<file path="config.mk">
export PLATFORM = sky130hd
export DESIGN_NAME = hdmi_packet_scheduler
export DESIGN_NICKNAME = d
export VERILOG_FILES = /design/src/rtl/hdmi_packet_scheduler.sv
export SDC_FILE = /design/constraint.sdc
export NUM_CORES = 1
export LEC_CHECK = 0
export BUFFER_PORTS_ARGS = -buffer_cell sky130_fd_sc_hd__buf_4
export CAP_MARGIN = 40
export CORE_MARGIN = 5
export CORE_UTILIZATION = 45
export CTS_BUF_LIST = sky130_fd_sc_hd__clkbuf_4 sky130_fd_sc_hd__clkbuf_8
export CTS_CLUSTER_DIAMETER = 150
export DETAILED_ROUTE_END_ITERATION = 6
export MAX_ROUTING_LAYER = met4
export PLACE_DENSITY = 0.68
export SLEW_MARGIN = 10
export SYNTH_ARGS = -nofsm -noshare
export SYNTH_HDL_FRONTEND = slang
export SYNTH_SLANG_ARGS = --single-unit
</file>
<file path="constraint.sdc">
create_clock -name clk_pixel -period 1.44 [get_ports clk_pixel]
set_input_delay 0.432 -clock clk_pixel [delete_from_list [all_inputs] [get_ports clk_pixel]]
set_output_delay 0.432 -clock clk_pixel [all_outputs]
set_load 0.005 [all_outputs]
</file>
<file path="src/rtl/hdmi_packet_scheduler.sv">
// HDMI data-island packet scheduler: picks audio, ACR, InfoFrame or null per 32-cycle slot.
// Define HDMI_SPD_EN to add the SPD InfoFrame (0x83) to the per-period InfoFrame set.
module hdmi_packet_scheduler #(
  parameter int unsigned INFOFRAME_PERIOD = 1,
  parameter int unsigned ACR_MAX_DEFER    = 2
) (
  input  logic       clk_pixel,
  input  logic       reset_n,
  input  logic       frame_start,
  input  logic       packet_enable,
  input  logic       audio_req,
  input  logic       acr_req,
  output logic [7:0] packet_type,
  output logic       packet_busy,
  output logic       audio_ack,
  output logic       acr_ack,
  output logic       infoframe_missed
);

  localparam int unsigned TYPE_W   = 8;
  localparam int unsigned SLOT_W   = 5;
  localparam int unsigned FRAME_W  = 4;
  localparam int unsigned DEFER_W  = 3;
  localparam int unsigned SLOT_LEN = 32;

  localparam logic [TYPE_W-1:0] PT_NULL  = 8'h00;
  localparam logic [TYPE_W-1:0] PT_ACR   = 8'h01;
  localparam logic [TYPE_W-1:0] PT_AUDIO = 8'h02;
  localparam logic [TYPE_W-1:0] PT_AVI   = 8'h82;
  localparam logic [TYPE_W-1:0] PT_SPD   = 8'h83;
  localparam logic [TYPE_W-1:0] PT_AIF   = 8'h84;

  localparam logic [SLOT_W-1:0]  SLOT_LAST  = SLOT_W'(SLOT_LEN - 1);
  localparam logic [FRAME_W-1:0] FRAME_LAST = FRAME_W'(INFOFRAME_PERIOD - 1);
  localparam logic [DEFER_W-1:0] DEFER_MAX  = DEFER_W'(ACR_MAX_DEFER);

`ifdef HDMI_SPD_EN
  localparam logic SPD_EN = 1'b1;
`else
  localparam logic SPD_EN = 1'b0;
`endif

  typedef enum logic {S_IDLE, S_SLOT} state_e;

  state_e              state_q, state_d;
  logic [SLOT_W-1:0]   slot_cnt_q, slot_cnt_d;
  logic [FRAME_W-1:0]  frame_cnt_q, frame_cnt_d;
  logic [DEFER_W-1:0]  defer_q, defer_d;
  logic                acr_pending_q, acr_pending_d;
  logic                pend_avi_q, pend_avi_d;
  logic                pend_aif_q, pend_aif_d;
  logic                pend_spd_q, pend_spd_d;
  logic [TYPE_W-1:0]   packet_type_q, packet_type_d;
  logic                packet_busy_q, packet_busy_d;
  logic                audio_ack_q, audio_ack_d;
  logic                acr_ack_q, acr_ack_d;
  logic                missed_q, missed_d;

  logic accept_c;
  logic wrap_c;
  logic clr_acr, clr_avi, clr_aif, clr_spd;

  // A new slot may start in IDLE or on the last cycle of the running slot.
  assign accept_c = packet_enable && ((state_q == S_IDLE) || (slot_cnt_q == SLOT_LAST));
  assign wrap_c   = frame_start && (frame_cnt_q == FRAME_LAST);

  always_ff @(posedge clk_pixel or negedge reset_n) begin
    if (!reset_n) begin
      state_q       <= S_IDLE;
      slot_cnt_q    <= '0;
      frame_cnt_q   <= '0;
      defer_q       <= '0;
      acr_pending_q <= 1'b0;
      pend_avi_q    <= 1'b0;
      pend_aif_q    <= 1'b0;
      pend_spd_q    <= 1'b0;
      packet_type_q <= PT_NULL;
      packet_busy_q <= 1'b0;
      audio_ack_q   <= 1'b0;
      acr_ack_q     <= 1'b0;
      missed_q      <= 1'b0;
    end else begin
      state_q       <= state_d;
      slot_cnt_q    <= slot_cnt_d;
      frame_cnt_q   <= frame_cnt_d;
      defer_q       <= defer_d;
      acr_pending_q <= acr_pending_d;
      pend_avi_q    <= pend_avi_d;
      pend_aif_q    <= pend_aif_d;
      pend_spd_q    <= pend_spd_d;
      packet_type_q <= packet_type_d;
      packet_busy_q <= packet_busy_d;
      audio_ack_q   <= audio_ack_d;
      acr_ack_q     <= acr_ack_d;
      missed_q      <= missed_d;
    end
  end

  always_comb begin
    state_d       = state_q;
    slot_cnt_d    = slot_cnt_q;
    frame_cnt_d   = frame_cnt_q;
    defer_d       = defer_q;
    packet_type_d = packet_type_q;
    audio_ack_d   = 1'b0;
    acr_ack_d     = 1'b0;
    missed_d      = 1'b0;
    clr_acr       = 1'b0;
    clr_avi       = 1'b0;
    clr_aif       = 1'b0;
    clr_spd       = 1'b0;

    case (state_q)
      S_IDLE: begin
        if (packet_enable) begin
          state_d    = S_SLOT;
          slot_cnt_d = '0;
        end
      end
      S_SLOT: begin
        slot_cnt_d = slot_cnt_q + SLOT_W'(1);
        if ((slot_cnt_q == SLOT_LAST) && !packet_enable) begin
          state_d = S_IDLE;
        end
      end
      default: state_d = S_IDLE;
    endcase

    // Source selection; ACR pre-empts audio once it has been deferred ACR_MAX_DEFER times.
    if (accept_c) begin
      if (acr_pending_q && (defer_q == DEFER_MAX)) begin
        packet_type_d = PT_ACR;
        clr_acr       = 1'b1;
        acr_ack_d     = 1'b1;
      end else if (audio_req) begin
        packet_type_d = PT_AUDIO;
        audio_ack_d   = 1'b1;
        if (acr_pending_q && (defer_q != '1)) begin
          defer_d = defer_q + DEFER_W'(1);
        end
      end else if (acr_pending_q) begin
        packet_type_d = PT_ACR;
        clr_acr       = 1'b1;
        acr_ack_d     = 1'b1;
      end else if (pend_avi_q) begin
        packet_type_d = PT_AVI;
        clr_avi       = 1'b1;
      end else if (pend_aif_q) begin
        packet_type_d = PT_AIF;
        clr_aif       = 1'b1;
      end else if (pend_spd_q) begin
        packet_type_d = PT_SPD;
        clr_spd       = 1'b1;
      end else begin
        packet_type_d = PT_NULL;
      end
    end

    if (!acr_pending_q || clr_acr) begin
      defer_d = '0;
    end

    if (frame_start) begin
      frame_cnt_d = wrap_c ? '0 : frame_cnt_q + FRAME_W'(1);
    end

    // Clears apply first so a coincident request or period wrap re-arms the flag.
    acr_pending_d = (acr_pending_q & ~clr_acr) | acr_req;
    pend_avi_d    = (pend_avi_q & ~clr_avi) | wrap_c;
    pend_aif_d    = (pend_aif_q & ~clr_aif) | wrap_c;
    pend_spd_d    = ((pend_spd_q & ~clr_spd) | wrap_c) & SPD_EN;

    missed_d = wrap_c & ((pend_avi_q & ~clr_avi) | (pend_aif_q & ~clr_aif) |
                         (pend_spd_q & ~clr_spd));

    packet_busy_d = (state_d == S_SLOT);
  end

  assign packet_type      = packet_type_q;
  assign packet_busy      = packet_busy_q;
  assign audio_ack        = audio_ack_q;
  assign acr_ack          = acr_ack_q;
  assign infoframe_missed = missed_q;

endmodule

</file>
Word-level counts from Yosys, hierarchy flattened. Index checks and enable logic that the tools add are counted.

Word-level logic and storage cells: 79. Flip-flop bits (word level): 27.

Reduce and logical (&&, ||, !) cells: 14. Muxes and demuxes: 34. Add/subtract/negate cells: 3. Equality and inequality tests: 5. Bitwise gates (word level): 12.

Operator list (count): $mux W8 (5); $mux W1 (20); $mux W3 (5); $pmux W5 S2 (1); $reduce_bool A2 Y1 (3); $add A5 B1 Y5 const B (1); $eq A5 B5 Y1 const B (1); $logic_and A1 B1 Y1 (5); $mux W5 (1); $add A4 B1 Y4 const B (1); $and A1 B1 Y1 (4); $logic_not A4 Y1 (1); $mux W4 (1); $not A1 Y1 (4); $or A1 B1 Y1 (4); $reduce_and A4 Y1 (1); $add A3 B1 Y3 const B (1); $eq A3 B2 Y1 const B (1); $ne A3 B3 Y1 const B (1); $logic_not A1 Y1 (2); $logic_or A1 B1 Y1 (2); $ne A2 B1 Y1 const B (1); $ne A2 B2 Y1 const B (1); $pmux W1 S2 (1).

Depth between registers and ports, before layout. Gate-level depths: netlist (run 1).

Depth after elaboration: 10. Gate-level depth with buffers: 7. Depth with buffers taken out: 6.

Least setup slack after synthesis (run 1). OpenSTA, ideal clock, no wires.

Path type: flip-flop to flip-flop. Start: reg slot_cnt_q[0]. End: reg defer_q[1]. Stages on the path, launching flop included: 7. Data arrival time: 1413 ps. Path slack: -96 ps. Path through: dfrtp_1 > ha_1 > and3_1 > ha_1 > and2b_2 > nor4_1 > a211o_1.

Longest elaborated chain between the ends: 7.

Ends and longest elaborated chain: start: declaration (line 46) `logic [SLOT_W-1:0] slot_cnt_q, slot_cnt_d;`; start signal: assignment (line 84) `slot_cnt_q <= slot_cnt_d;`; $eq A5 B5 Y1 * (line 64) `assign accept_c = packet_enable && ((state_q == S_IDLE) || (slot_cnt_q == SLOT_LAST));`; $logic_or A1 B1 Y1 * (line 64); $logic_and A1 B1 Y1 * (line 64); $mux W1 (line 130) `if (accept_c) begin`; $logic_or A1 B1 Y1 (line 159) `if (!acr_pending_q || clr_acr) begin`; $ne A2 B1 Y1 (no line) or $reduce_bool A2 Y1 (tied branches); $reduce_and A4 Y1 (no line); end signal: assignment (line 86) `defer_q <= defer_d;`; end: declaration (line 48) `logic [DEFER_W-1:0] defer_q, defer_d;`.

Mark *: on every way between the ends. The rest lies on a longest branch, timed or not. A chain may end at the register's enable or synchronous reset.

Worst setup path in the final report (run 1). Same ends and word-level chain as after synthesis.

==> flow_metrics.tcl, run 1 <==
set metrics [dict create \
    htree_levels 1 \
    outcome "complete, but fails checks" \
    num_vias 897 \
    grt_pass1_wl_um 3930 \
    overflow 0 \
    layout-drive-gt1-share 0.396 \
    clock_latency_ps 310 \
    netlist_instances 111 \
    boundaryPins 18 \
    grt_pass1_vias 863 \
    synth_common_cells "dfrtp_1, ha_1, nand2_1, inv_1" \
    cts_made_buffers 3 \
    cp.arrival_ps 1780 \
    pre_cts_ws_ps -178 \
    antenna_found_initial 0 \
    met1_length_um 1020 \
    leakagePower_nw 0.716 \
    worstSetupPathType "reg -> reg" \
    setup_ws_ps -125 \
    hold_violations 0 \
    grt_setup_unrepaired "yes" \
    synthArstFlopShare 1.00 \
    max_stage_delay_ps 400 \
    num_antenna_cells 0 \
    crit_fanout 5 \
    drv_cap 0 \
    avgViaCountPerCell 5.44 \
    first_pass_iters 4 \
    clk_pin_slew_ps 130 \
    synth_edf_count 0 \
    gr-usage-all-layers 0.130 \
    first_iter_violations 32 \
    cp_data_required_time_ps 1650 \
    core_mm2 0.00271 \
    slew_violations 0 \
    port_buffers 13 \
    postRouteAntennaNets 0 \
    hold_ws_ps 287 \
    ys_seq_area_frac 0.463 \
    synth_flop_cell "dfrtp_1" \
    routed_wl_um 2420 \
    ir_worst_vdd_mv 1.08 \
    yosysWarnings 0 \
    finalCriticalPeriod_ps 1570 \
    die_h_um 62.5 \
    root_buffer "clkbuf_4" \
    cts.sinks 23 \
    wl_per_cell_um 14.6 \
    violations "setup timing" \
    layout.nets 148 \
    critPathCaptureType "register" \
    initial_core_util 0.458 \
    grt_max_degree 24 \
    met3_length_um 112 \
    clock-skew-final_ps 3.02 \
    cp_cell_sequence "ha_2 > and3_4 > ha_4 > and2b_2 > nor4_2 > a211o_1" \
    gp_congestion 0.842 \
    crit_slowest_cell "dfrtp_1" \
    routed.top_layer "met4" \
    tritoncts "done" \
    syn_area_mm2 0.00124 \
    cts_buffer_depth 2 \
    num_rows 19 \
    drc 0 \
    finalSetupViolations 9 \
    hold_class "in -> reg" \
    avgSynthCellArea_um2 11.2 \
    synthTopCellsByArea "dfrtp_1, ha_1, a22o_2" \
    die_w_um 62.5 \
    die-area_mm2 0.00391 \
    max_freq_mhz 639 \
    synth_cell_type_count 41 \
    start_kind "register" \
    area_growth_pct 21.9 \
    power_density_mw_per_mm2 1460 \
    period_share 1.09 \
    dp_hpwl_um 1700 \
    netlist.area_leader.share 0.463 \
    synth.most_common_cell "dfrtp_1" \
    yosys.area.top_type "dfrtp_1" \
    synth-seq-cells 23 \
    met2WireLength_um 1250 \
    postLayoutCoreUtil 0.559 \
]
==> flip-flops by register name, indices dropped and copies added, names as in the netlist <==
name              cells
infoframe_missed      1
pend_avi_q            1
pend_aif_q            1
audio_ack             1
acr_ack               1
frame_cnt_q           4
slot_cnt_q            5
acr_pending_q         1
packet_busy           1
defer_q               3
packet_type           4
==> critical path: cells and delay by family (launching register included) <==
family / cells / cell delay (ps)
and+or+nand+nor: 3 / 460
DFF: 1 / 400
AOI/OAI and AO/OA: 1 / 250
adders and majority gates: 2 / 340
==> final timing paths <==
check	startpoint	endpoint	slack, ps	depth (start not counted)
max	slot_cnt_q[0]	defer_q[1]	-130	6
max reg2reg	slot_cnt_q[0]	defer_q[1]	-130	6
min	acr_req	acr_pending_q	290	2
min reg2reg	frame_cnt_q[3]	frame_cnt_q[3]	480	1
min in group asynchronous	reset_n	packet_busy	530	2
max in group asynchronous	reset_n	packet_busy	670	2
==> kinds of logic after synthesis <==
family / count (synthesis) / synth area share
simple gates: 35 / 0.181
xor+xnor: 3 / 0.0212
compound gates: 25 / 0.165
mux: 2 / 0.0171
flops: 23 / 0.463
other cells: 1 / 0.00302
buf+inv: 15 / 0.0785
fa+ha+maj: 7 / 0.0705
==> through the flow <==
step | TNS, ps | cell area (um^2) | power, mW | instances
global placement | -807 | 1390 | 1.74 | 157
finish | -615 | 1510 | 2.21 | 165
detailed placement | -1180 | 1390 | 1.79 | 157
global route | -1670 | 1510 | 2.37 | 165
floorplan | -212 | 1260 | 1.48 | 114
CTS | -552 | 1500 | 2.21 | 164
==> routing by layer <==
layer / global-route usage / vias up
li1: - / 436
met1: 0.150 / 436
met2: 0.220 / 21
met3: 0.0252 / 4
met4: 0.0557 / 0
met5: - / -
==> power by group <==
group | total [mW] | leakage (nW) | internal, mW | switching, mW
clock network | 0.324 | 0.0184 | 0.127 | 0.196
registers | 0.982 | 0.279 | 0.834 | 0.148
logic | 0.907 | 0.418 | 0.529 | 0.378
==> layout make-up <==
| class | instances | area (um^2) |
|---|---|---|
| tap | 31 | 38.8 |
| multi-input combinational | 76 | 656 |
| timing repair buffer | 24 | 186 |
| sequential | 23 | 577 |
| inverter | 7 | 26.3 |
| clock buffer | 4 | 30.0 |
| fill | 261 | 1200 |
==> repair_timing <==
item	4_1_cts	5_1_grt
setup buffers	3	1
endpoints found under the hold margin	23	0
setup endpoints to repair	13	14
pin swaps	4	4
hold buffers	1	0
gates resized for setup	12	3
==> placed cells by master, fill, tap and decap left out, types with 2 or more instances in the layout <==
| cell | count |
|---|---|
| a22o_2 | 4 |
| inv_1 | 6 |
| nor3_1 | 2 |
| a211oi_2 | 2 |
| nor2_1 | 4 |
| o21ai_1 | 2 |
| nand2_1 | 7 |
| nand4_1 | 2 |
| clkbuf_4 | 4 |
| buf_4 | 22 |
| nand2b_1 | 2 |
| a21o_1 | 3 |
| dfrtp_1 | 22 |
| o21ai_0 | 3 |
| nand3_1 | 5 |
| a21oi_1 | 2 |
| ha_1 | 4 |
| xnor2_1 | 2 |
| ha_2 | 2 |
| conb_1 | 4 |
No activity file was read; power rests on OpenSTA's default activity.
==> inputs of run 2 (changes only) <==
clock period = 1.3 ns   (was 1.44 ns; I/O delays follow)
==> flow_metrics.tcl, run 2 (synthesized netlist as in run 1, its figures left out) <==
set metrics [dict create \
    port_buffers 13 \
    cp_cell_sequence "ha_2 > and3_4 > ha_4 > and2b_2 > nor4_1 > a211o_1" \
    drc 0 \
    grt_pass1_vias 907 \
    postLayoutCoreUtil 0.582 \
    first_iter_violations 41 \
    num_antenna_cells 0 \
    busiest_layer "met2" \
    regMostFlops "slot_cnt_q" \
    hold_violations 0 \
    clk_pin_slew_ps 130 \
    final_common_cell "buf_4" \
    crit_slowest_cell "dfrtp_1" \
    cp-startpoint "slot_cnt_q[1]" \
    period_share 1.20 \
    dp_hpwl_um 1710 \
    slew_violations 0 \
    cp.arrival_ps 1770 \
    root_buffer "clkbuf_4" \
    hold_class "in -> reg" \
    die_h_um 62.5 \
    num_rows 19 \
    clock_power_share 0.147 \
    pwr-share-seq 0.442 \
    max_stage_delay_ps 400 \
    timing.rr.end "defer_q[1]" \
    worstSetupPathType "reg -> reg" \
    ir_worst_vdd_mv 1.10 \
    die-area_mm2 0.00391 \
    clock_latency_ps 310 \
    violations "setup timing" \
    grt_max_degree 24 \
    gr-usage-all-layers 0.137 \
    switching_share 0.322 \
    core_mm2 0.00271 \
    cts_made_buffers 3 \
    grt_pass1_wl_um 4260 \
    start_kind "register" \
    htree_levels 1 \
    r2r_setup_slack_ps -260 \
    hold_start "acr_req" \
    initial_core_util 0.458 \
    gr-usage-met1 0.191 \
    largest_reg_flops 5 \
    met2_usage 0.193 \
    first_pass_iters 4 \
    cp_data_required_time_ps 1520 \
    grt_setup_unrepaired "yes" \
    postRouteAntennaNets 0 \
    gp_congestion 0.747 \
    cts.sinks 23 \
    tns_ps -2350 \
    grt_use_met3 0.0252 \
    critPathCaptureType "register" \
    power_density_mw_per_mm2 1550 \
    area_growth_pct 27.0 \
    drv_cap 0 \
    internal-power_mw 1.66 \
    combPwrFrac 0.410 \
    layout-drive-gt1-share 0.436 \
    boundaryPins 18 \
    routed_wl_um 2410 \
    switchingPower_mw 0.790 \
    leakagePower_nw 0.755 \
    rr_worst_depth 6 \
    hold_end "acr_pending_q" \
    clock-skew-final_ps 1.81 \
    cts_buffer_depth 2 \
    layout.nets 154 \
    die_w_um 62.5 \
    finalSetupViolations 14 \
    antenna_found_initial 0 \
    overflow 0 \
    num_vias 924 \
    crit_fanout 5 \
    r2r_start "slot_cnt_q[1]" \
    layout_common_cells "buf_4, dfrtp_1, nand2_1" \
    pre_cts_ws_ps -299 \
    finalCriticalPeriod_ps 1560 \
    outcome "complete, but fails checks" \
    avgViaCountPerCell 5.40 \
    tritoncts "done" \
    hold_depth 2 \
    wl_per_cell_um 14.1 \
    max_freq_mhz 642 \
    setup_ws_ps -257 \
]
run 2: cell types whose count changed in the layout (fill, tap and decap cells not counted), sizes merged:
cell | previous run | this run
buf | 23 | 29
run 2: power by group through the flow:
stage | sequential, mW | combinational [mW] | clock [mW]
2_1_floorplan | 1.08 | 0.562 | 0
3_3_place_gp | 1.08 | 0.887 | 0
3_5_place_dp | 1.08 | 0.918 | 0
4_1_cts | 1.08 | 0.985 | 0.376
5_1_grt | 1.12 | 1.13 | 0.419
6_report | 1.08 | 1.01 | 0.362
run 2: how the worst max path moves through the flow:
stage                      to  slack [ps]  depth (start not counted)
6_report           defer_q[1]        -260                          6
3_3_place_gp   packet_type[7]        -240                          6
2_1_floorplan      defer_q[1]        -190                          6
3_5_place_dp       defer_q[0]        -300                          7
5_1_grt            defer_q[0]        -310                          6
4_1_cts            defer_q[0]        -270                          6
run 2: area by class of cell:
type | count | area, um^2
Fill cell | 240 | 1130
Multi-Input combinational cell | 76 | 661
Sequential cell | 23 | 576
Timing Repair Buffer | 30 | 246
Tap cell | 31 | 38.8
Clock buffer | 4 | 30.0
Inverter | 7 | 26.3
run 2: stage by stage:
stage	power (mW)	cells	cell area [um^2]	hold slack [ps]
after global placement	1.96	163	1440	301
after floorplan	1.64	114	1260	94.4
after CTS	2.44	171	1560	240
after detailed placement	2.00	163	1440	303
final	2.45	171	1580	245
after global routing	2.67	171	1580	246
run 2: what timing repair did:
item                                    in CTS  in global routing
resized for setup                           13                  6
hold buffers                                 1                  0
endpoints found under the hold margin       23                  0
pin swaps                                   13                  4
endpoints found under the setup margin      16                 21
setup buffers                                4                  0
run 2: worst max-delay path: cells and delay by family (launching register included):
kind | cells | cell delay [ps]
AND/OR/NAND/NOR | 3 | 470
flip-flops | 1 | 400
adder cells (fa/ha/maj) | 2 | 340
AO/OA/AOI/OAI | 1 | 250
run 2: routing by layer:
metal,vias to the layer above,share of wire
li1,450,-
met1,448,0.49
met2,21,0.44
met3,5,0.044
met4,0,0.020
met5,-,0
==> inputs of run 3 (changes only) <==
CORE_ASPECT_RATIO = 1.2   (was unset)
==> flow_metrics.tcl, run 3 (synthesized netlist as in run 1, its figures left out) <==
set metrics [dict create \
    final_common_cell "buf_4" \
    first_pass_iters 4 \
    ir_worst_vdd_mv 1.10 \
    drv_cap 0 \
    layout_common_cells "buf_4, dfrtp_1, nand2_1" \
    grt_pass1_vias 952 \
    hold_class "in -> reg" \
    boundaryPins 18 \
    grt_setup_unrepaired "yes" \
    routed_wl_um 2480 \
    die_h_um 67.6 \
    clk_pin_slew_ps 120 \
    gr-usage-all-layers 0.145 \
    cp_top_family "simple AND/OR/NAND/NOR gates" \
    worstSetupPathType "reg -> reg" \
    period_share 1.19 \
    hold_depth 2 \
    cts_made_buffers 3 \
    regMostFlops "slot_cnt_q" \
    port_buffers 13 \
    area_growth_pct 26.1 \
    crit_buf_inv 0 \
    postRouteAntennaNets 0 \
    postLayoutCoreUtil 0.573 \
    hold_ws_ps 254 \
    pre_cts_ws_ps -270 \
    largest_reg_flops 5 \
    grt_pass1_wl_um 4170 \
    cp.arrival_ps 1750 \
    wl_per_cell_um 14.2 \
    die_w_um 58.0 \
    die-area_mm2 0.00392 \
    dp.cells 166 \
    violations "setup timing" \
    drc 0 \
    clock_latency_ps 300 \
    clock-skew-final_ps 3.03 \
    cts_buffer_depth 2 \
    num_vias 931 \
    num_antenna_cells 0 \
    fill_cells 248 \
    max_stage_delay_ps 370 \
    htree_levels 1 \
    max_freq_mhz 644 \
    crit_fanout 5 \
    grt_max_degree 24 \
    rr_worst_depth 6 \
    antenna_found_initial 0 \
    hold_violations 0 \
    finalCriticalPeriod_ps 1550 \
    cp_num_cells 6 \
    critPathCaptureType "register" \
    outcome "complete, but fails checks" \
    avgViaCountPerCell 5.35 \
    cp_cell_sequence "ha_2 > and3_4 > ha_4 > and2b_2 > a211oi_1 > o22ai_1" \
    dp_hpwl_um 1810 \
    setup_ws_ps -252 \
    finalSetupViolations 14 \
    layout-drive-gt1-share 0.421 \
    root_buffer "clkbuf_4" \
    tritoncts "done" \
    leakagePower_nw 0.754 \
    num_rows 21 \
    start_kind "register" \
    slew_violations 0 \
    initial_core_util 0.455 \
    crit_slowest_cell "dfrtp_1" \
    layout.nets 154 \
    power_density_mw_per_mm2 1550 \
    cp_data_required_time_ps 1500 \
    first_iter_violations 24 \
    core_mm2 0.00273 \
    gp_congestion 0.709 \
    instances_no_fill 174 \
    overflow 0 \
    cts.sinks 23 \
]
==> run 3: where the power goes <==
group	internal [mW]	total, mW	switching [mW]
combinational	0.586	1.01	0.422
sequential	0.924	1.08	0.155
clock	0.141	0.347	0.207
total	1.65	2.43	0.783
==> run 3: worst paths after layout <==
check / from / end / slack [ps]
max: slot_cnt_q[0] / defer_q[2] / -250
max reg2reg: slot_cnt_q[0] / defer_q[2] / -250
max in group asynchronous: reset_n / pend_avi_q / 570
min in group asynchronous: reset_n / slot_cnt_q[4] / 500
min reg2reg: frame_cnt_q[3] / frame_cnt_q[3] / 480
min: acr_req / acr_pending_q / 250
==> run 3: worst reg2reg max path, cell delays in order, from the launching register on <==
cell and delay [ps]:
dfrtp_1 370, ha_2 180, and3_4 180, ha_4 130
and2b_2 240, a211oi_1 230, o22ai_1 120
==> run 3: routing by layer <==
metal	global-route usage	vias up	wire length, um
met3	0.0210	7	73
li1	-	447	-
met4	0.0841	0	74
met1	0.170	459	1040
met5	-	-	0
met2	0.236	18	1290
==> run 3: area by class of cell <==
type / count / area (um^2) / share of cell area
inverters: 7 / 26.3 / 0.0168
well taps: 34 / 42.5 / 0.0272
clock buffers: 4 / 30.0 / 0.0192
multi-input cells: 76 / 649 / 0.415
flip-flops and latches: 23 / 576 / 0.367
repair buffers: 30 / 243 / 0.155
==> run 3: repair_timing <==
action                                  4_1_cts  5_1_grt
setup buffers                                 3        1
endpoints found under the setup margin       16       20
hold buffers                                  1        0
hold endpoints to repair                     23        0
pin swaps                                     7        5
resized for setup                            10        4
==> run 3: stage by stage <==
step | instance area (um^2) | total power, mW | TNS [ps]
floorplan | 1260 | 1.64 | -1810
global placement | 1440 | 1.97 | -2310
detailed placement | 1440 | 2.03 | -2770
CTS | 1540 | 2.43 | -2140
global route | 1570 | 2.64 | -3150
finish | 1570 | 2.43 | -2300
